File: src/rtl/seg7_capture.sv
// Snoops a multiplexed 7-segment display bus and recovers the hex nibble shown on each digit.
// A pattern is accepted once it has been sampled unchanged on STABLE_CYCLES consecutive edges.
module seg7_capture #(
    parameter int DIGITS        = 4,
    parameter int STABLE_CYCLES = 4
) (
    input  logic                  clk,
    input  logic                  rst_n,
    input  logic [6:0]            seg,
    input  logic                  dp,
    input  logic [DIGITS-1:0]     dig_sel,
    output logic [4*DIGITS-1:0]   value,
    output logic [DIGITS-1:0]     digit_valid,
    output logic [DIGITS-1:0]     bad_pattern,
    output logic [DIGITS-1:0]     dp_out,
    output logic                  capture,
    output logic [2:0]            cap_idx,
    output logic                  frame_done
);

    localparam int              SAMP_W  = DIGITS + 8;
    localparam logic [7:0]      CNT_MAX = 8'(STABLE_CYCLES);

    // Returns {legal, nibble}; exact match only.
    function automatic logic [4:0] decode_glyph(input logic [6:0] s);
        case (s)
            7'b1111110: decode_glyph = 5'h10;
            7'b0110000: decode_glyph = 5'h11;
            7'b1101101: decode_glyph = 5'h12;
            7'b1111001: decode_glyph = 5'h13;
            7'b0110011: decode_glyph = 5'h14;
            7'b1011011: decode_glyph = 5'h15;
            7'b1011111: decode_glyph = 5'h16;
            7'b1110000: decode_glyph = 5'h17;
            7'b1111111: decode_glyph = 5'h18;
            7'b1111011: decode_glyph = 5'h19;
            7'b1110111: decode_glyph = 5'h1A;
            7'b0011111: decode_glyph = 5'h1B;
            7'b1001110: decode_glyph = 5'h1C;
            7'b0111101: decode_glyph = 5'h1D;
            7'b1001111: decode_glyph = 5'h1E;
            7'b1000111: decode_glyph = 5'h1F;
            default:    decode_glyph = 5'h00;
        endcase
    endfunction

    logic [SAMP_W-1:0]   samp_d, samp_q;
    logic [7:0]          cnt_d, cnt_q;
    logic [4*DIGITS-1:0] value_d, value_q;
    logic [DIGITS-1:0]   digit_valid_d, digit_valid_q;
    logic [DIGITS-1:0]   bad_pattern_d, bad_pattern_q;
    logic [DIGITS-1:0]   dp_out_d, dp_out_q;
    logic [DIGITS-1:0]   seen_d, seen_q;
    logic                capture_d, capture_q;
    logic [2:0]          cap_idx_d, cap_idx_q;
    logic                frame_done_d, frame_done_q;

    logic                accept;
    logic [2:0]          sel_idx;
    logic [4:0]          glyph;
    logic [DIGITS-1:0]   seen_next;

    // Stability counter: restarts at 1 on any change, saturates so a held pattern fires once.
    always_comb begin
        samp_d = {dig_sel, seg, dp};
        if (samp_d == samp_q) begin
            cnt_d = (cnt_q == CNT_MAX) ? CNT_MAX : cnt_q + 8'd1;
        end else begin
            cnt_d = 8'd1;
        end
        accept = (cnt_d == CNT_MAX) && (cnt_q != CNT_MAX) && $onehot(dig_sel);
    end

    always_comb begin
        sel_idx = '0;
        for (int i = 0; i < DIGITS; i++) begin
            if (dig_sel[i]) sel_idx = 3'(i);
        end
    end

    assign glyph = decode_glyph(seg);

    // NOTE: every always_comb output gets a default first so no path can infer a latch.
    always_comb begin
        value_d       = value_q;
        digit_valid_d = digit_valid_q;
        bad_pattern_d = bad_pattern_q;
        dp_out_d      = dp_out_q;
        seen_d        = seen_q;
        capture_d     = 1'b0;
        cap_idx_d     = 3'd0;
        frame_done_d  = 1'b0;
        seen_next     = seen_q | dig_sel;

        if (accept) begin
            capture_d = 1'b1;
            cap_idx_d = sel_idx;
            for (int i = 0; i < DIGITS; i++) begin
                if (dig_sel[i]) begin
                    dp_out_d[i] = dp;
                    if (glyph[4]) begin
                        value_d[4*i +: 4] = glyph[3:0];
                        digit_valid_d[i]  = 1'b1;
                        bad_pattern_d[i]  = 1'b0;
                    end else begin
                        digit_valid_d[i]  = 1'b0;
                        bad_pattern_d[i]  = 1'b1;
                    end
                end
            end
            // Completing the mask closes the frame; the closing digit does not carry over.
            if (&seen_next) begin
                frame_done_d = 1'b1;
                seen_d       = '0;
            end else begin
                seen_d       = seen_next;
            end
        end
    end

    // NOTE: state registers use non-blocking assignments so all flops update together at the edge.
    always_ff @(posedge clk or negedge rst_n) begin
        if (!rst_n) begin
            samp_q        <= '0;
            cnt_q         <= '0;
            value_q       <= '0;
            digit_valid_q <= '0;
            bad_pattern_q <= '0;
            dp_out_q      <= '0;
            seen_q        <= '0;
            capture_q     <= 1'b0;
            cap_idx_q     <= 3'd0;
            frame_done_q  <= 1'b0;
        end else begin
            samp_q        <= samp_d;
            cnt_q         <= cnt_d;
            value_q       <= value_d;
            digit_valid_q <= digit_valid_d;
            bad_pattern_q <= bad_pattern_d;
            dp_out_q      <= dp_out_d;
            seen_q        <= seen_d;
            capture_q     <= capture_d;
            cap_idx_q     <= cap_idx_d;
            frame_done_q  <= frame_done_d;
        end
    end

    assign value       = value_q;
    assign digit_valid = digit_valid_q;
    assign bad_pattern = bad_pattern_q;
    assign dp_out      = dp_out_q;
    assign capture     = capture_q;
    assign cap_idx     = cap_idx_q;
    assign frame_done  = frame_done_q;

endmodule

File: config.mk
export PLATFORM = sky130hd
export DESIGN_NAME = seg7_capture
export DESIGN_NICKNAME = d
export VERILOG_FILES = /design/src/rtl/seg7_capture.sv
export SDC_FILE = /design/constraint.sdc
export NUM_CORES = 1
export LEC_CHECK = 0
export BUFFER_PORTS_ARGS = -buffer_cell sky130_fd_sc_hd__buf_2
export CORE_UTILIZATION = 40
export DETAILED_ROUTE_END_ITERATION = 16
export SYNTH_ARGS = -nofsm -noshare
export SYNTH_HDL_FRONTEND = slang
export SYNTH_SLANG_ARGS = --single-unit
File: constraint.sdc
create_clock -name clk -period 5.17 [get_ports clk]
set_input_delay 0.2585 -clock clk [delete_from_list [all_inputs] [get_ports clk]]
set_output_delay 0.2585 -clock clk [all_outputs]
set_load 0.02 [all_outputs]
==> impl_metrics.py <==
metrics = {
    "synthesis": {
        "ys_ff_latch": 56,
        "synth-adder-area-share": 0.02585,
        "synth_top_family_by_area": "simple AND/OR/NAND/NOR gates",
        "synth-simple-area-share": 0.1524,
        "synth_compound_area_frac": 0.09326,
        "synth_seq_area_share": 0.5171,
        "yosysWarnings": 0,
        "synth.distinct_cells": 52,
        "synth_mux_area_frac": 0.1062,
        "syn_avg_cell_area_um2": 11.44,
        "synth_cells": 237,
        "ys_async_sr_fraction": 1.000,
        "synth_edf_count": 0,
        "syn_nets": 256,
        "synth-main-ff-cell": "dfrtp_1",
        "netlist_area_um2": 2710,
        "synth-xor-area-share": 0.05817,
    },
    "route": {
        "vias_per_cell": 5.349,
        "vias": 1915,
        "ant_nets": 0,
        "drc_errors": 1,
        "wirelength_um": 5505,
        "drt_iter0_markers": 141,
        "routedWlPerCell_um": 15.38,
        "first_pass_iters": 10,
    },
    "layout": {
        "final_core_util": 0.4791,
        "n_antenna_cell": 0,
        "fin_nets": 299,
        "drive_gt1_frac": 0.2918,
        "n_fill_cell": 601,
        "final_area_um2": 3094,
        "fin_cells": 358,
        "synthToLayoutAreaGrowth_pct": 14.17,
    },
    "cts": {
        "hold_buffers": 0,
        "insertion_delay_ps": 300,
        "htree_levels": 2,
        "cts_buffers": 5,
        "path_clk_slew_ps": 90,
        "postCtsSetupBuffers": 0,
        "clock_sinks": 56,
        "cts_tree": "yes",
        "clk_path_buf_depth": 2,
        "cts-root-buf": "clkbuf_8",
        "cts_resized": 0,
    },
    "critical_path": {
        "cp.required_ps": 5370,
        "critPathKind": "input pin to register",
        "cp_max_fo": 10,
        "start_kind": "input pin",
        "r2r-start": "cnt_q[0]",
        "reg2reg_depth": 8,
        "end_kind": "register",
        "startpoint": "dig_sel[0]",
        "arrival_ps": 3220,
    },
    "hold_path": {
        "hp-class": "input pin to async pin",
    },
    "sta": {
        "drv_slew": 0,
        "slew_headroom": 0.4584,
        "hold_slack_ps": 62.03,
        "clock_skew_ps": 4.883,
        "setup_viol": 0,
        "fin_crit_sh": 0.5840,
        "fin_setup_tns_ps": 0,
        "min_period_ps": 3019,
        "finalHoldViolCount": 0,
        "fmax_mhz": 331.2,
        "setup_ws_ps": 2151,
        "rsz0062_at_grt": "no",
        "tightest_slew_ps": 801.9,
    },
    "outcome": {
        "violations": "design-rule violations",
        "status": "finished, violations left",
    },
    "die": {
        "fp-row-count": 29,
        "start_util": 0.4196,
        "core_region_area_um2": 6459,
        "die_x_um": 84.31,
        "design.die.area_um2": 7108,
        "ios": 47,
        "fp.dieH_um": 84.31,
    },
    "global_route": {
        "grt_pass1_wl_um": 9266,
        "antenna_found_initial": 0,
        "grt_max_degree": 57,
        "gr-total-overflow": 0,
        "grt_usage": 0.1647,
        "first_global_vias": 1856,
    },
    "pwr": {
        "peakVddDrop_v": 0.0001482,
        "power.leakage_nw": 1.572,
        "power.density_nw_per_um2": 253.5,
        "power_mw": 0.7843,
    },
    "place": {
        "io_buffers": 45,
        "placed_cell_area_um2": 2987,
        "post-place-ws_ps": 1844,
        "gp_congestion": 0.8360,
        "place_hpwl_um": 3940,
        "dp.cells": 350,
    },
    "run": {
        "maxCapViolations": 0,
    },
}
[state kept, by name, summed over array words and instances (netlist names)]
name / count
value: 16
samp_q: 12
cnt_q: 8
bad_pattern: 4
digit_valid: 4
dp_out: 4
seen_q: 4
cap_idx: 2
capture: 1
frame_done: 1
[worst paths after layout]
kind	endpoint	slack, ps
max	value[12]	2150
min	samp_q[5]	60
max reg2reg	cap_idx[1]	2500
min reg2reg	value[3]	500
max in group asynchronous	cnt_q[3]	4620
min in group clk	samp_q[9]	140
[worst max-delay path, cell delays in order]
cell and delay (ps):
buf_2 160, inv_1 100, fa_1 540, inv_1 40, ha_1 170, ha_1 270, nor4_1 230, nand4_1 210
nor4b_4 550, nand4_1 330, mux2_2 360
[placed cells by master (no fill, tap or decap), drive strengths merged, types with 2 or more instances in the layout]
| cell type | synthesis | final |
|---|---|---|
| dfrtp | 56 | 56 |
| buf | 9 | 47 |
| mux2 | 22 | 22 |
| inv | 17 | 17 |
| xor2 | 17 | 17 |
| nand2 | 16 | 16 |
| nand3 | 10 | 10 |
| nor2 | 8 | 8 |
| nand4 | 7 | 7 |
| clkbuf | 2 | 6 |
| nor4 | 6 | 6 |
| o21ai | 4 | 4 |
| a32o | 4 | 4 |
| mux2i | 4 | 4 |
| a21boi | 4 | 4 |
| ha | 4 | 4 |
| nor2b | 3 | 3 |
| a21oi | 3 | 3 |
| and2 | 3 | 3 |
| nand4b | 2 | 2 |
| or2 | 2 | 2 |
| o22ai | 2 | 2 |
| nor3b | 2 | 2 |
| o211ai | 2 | 2 |
| a311o | 2 | 2 |
| nor3 | 2 | 2 |
| a21o | 2 | 2 |
| nor4b | 2 | 2 |
[per-layer routing]
metal / vias up / part of all wire / global-route usage
li1: 920 / - / -
met1: 948 / 0.48 / 0.2379
met2: 41 / 0.47 / 0.2519
met3: 6 / 0.040 / 0.03343
met4: 0 / 0.013 / 0.04702
met5: - / 0 / 0
[synth_stat cells, types with 2 or more instances]
master / count / area share
a311o_1: 2 / 0.0074
nor2b_1: 3 / 0.0069
and2_1: 3 / 0.0069
a32o_1: 4 / 0.015
nor3b_1: 2 / 0.0055
o22ai_1: 2 / 0.0046
a21boi_0: 4 / 0.011
o211ai_1: 2 / 0.0055
o21ai_0: 4 / 0.0074
nor4_2: 2 / 0.0092
nand4_1: 7 / 0.016
nor2_1: 8 / 0.011
nor3_1: 2 / 0.0037
nand3_1: 10 / 0.018
a21oi_1: 3 / 0.0055
nand4b_1: 2 / 0.0065
nand2_1: 16 / 0.022
ha_1: 4 / 0.018
clkbuf_1: 2 / 0.0028
xor2_1: 17 / 0.055
mux2i_1: 4 / 0.015
buf_2: 6 / 0.011
buf_4: 3 / 0.0083
inv_1: 17 / 0.024
dfrtp_1: 56 / 0.52
or2_2: 2 / 0.0046
nor4_1: 4 / 0.0092
mux2_2: 22 / 0.091
[power by group]
group          leakage, nW  switching, mW  internal (mW)
combinational        0.809         0.0407         0.0188
sequential           0.708        0.00195          0.442
clock               0.0552          0.137          0.144
[cells by family after synthesis]
| logic type | after synthesis |
|---|---|
| buffers and inverters | 28 |
| AO/OA/AOI/OAI | 33 |
| XOR/XNOR | 18 |
| other | 1 |
| adder cells (fa/ha/maj) | 5 |
| AND/OR/NAND/NOR | 70 |
| flip-flops | 56 |
| multiplexers | 26 |
[final cells by class]
cell class / count / area (µm²) / area share
Sequential cell: 56 / 1401 / 0.4529
Multi-Input combinational cell: 153 / 1185 / 0.3829
Timing Repair Buffer: 47 / 240.2 / 0.07764
Tap cell: 77 / 96.34 / 0.03114
Clock buffer: 6 / 72.57 / 0.02345
Inverter: 17 / 63.81 / 0.02062
Clock inverter: 2 / 35.03 / 0.01132
(Power assumes the default switching activity.)
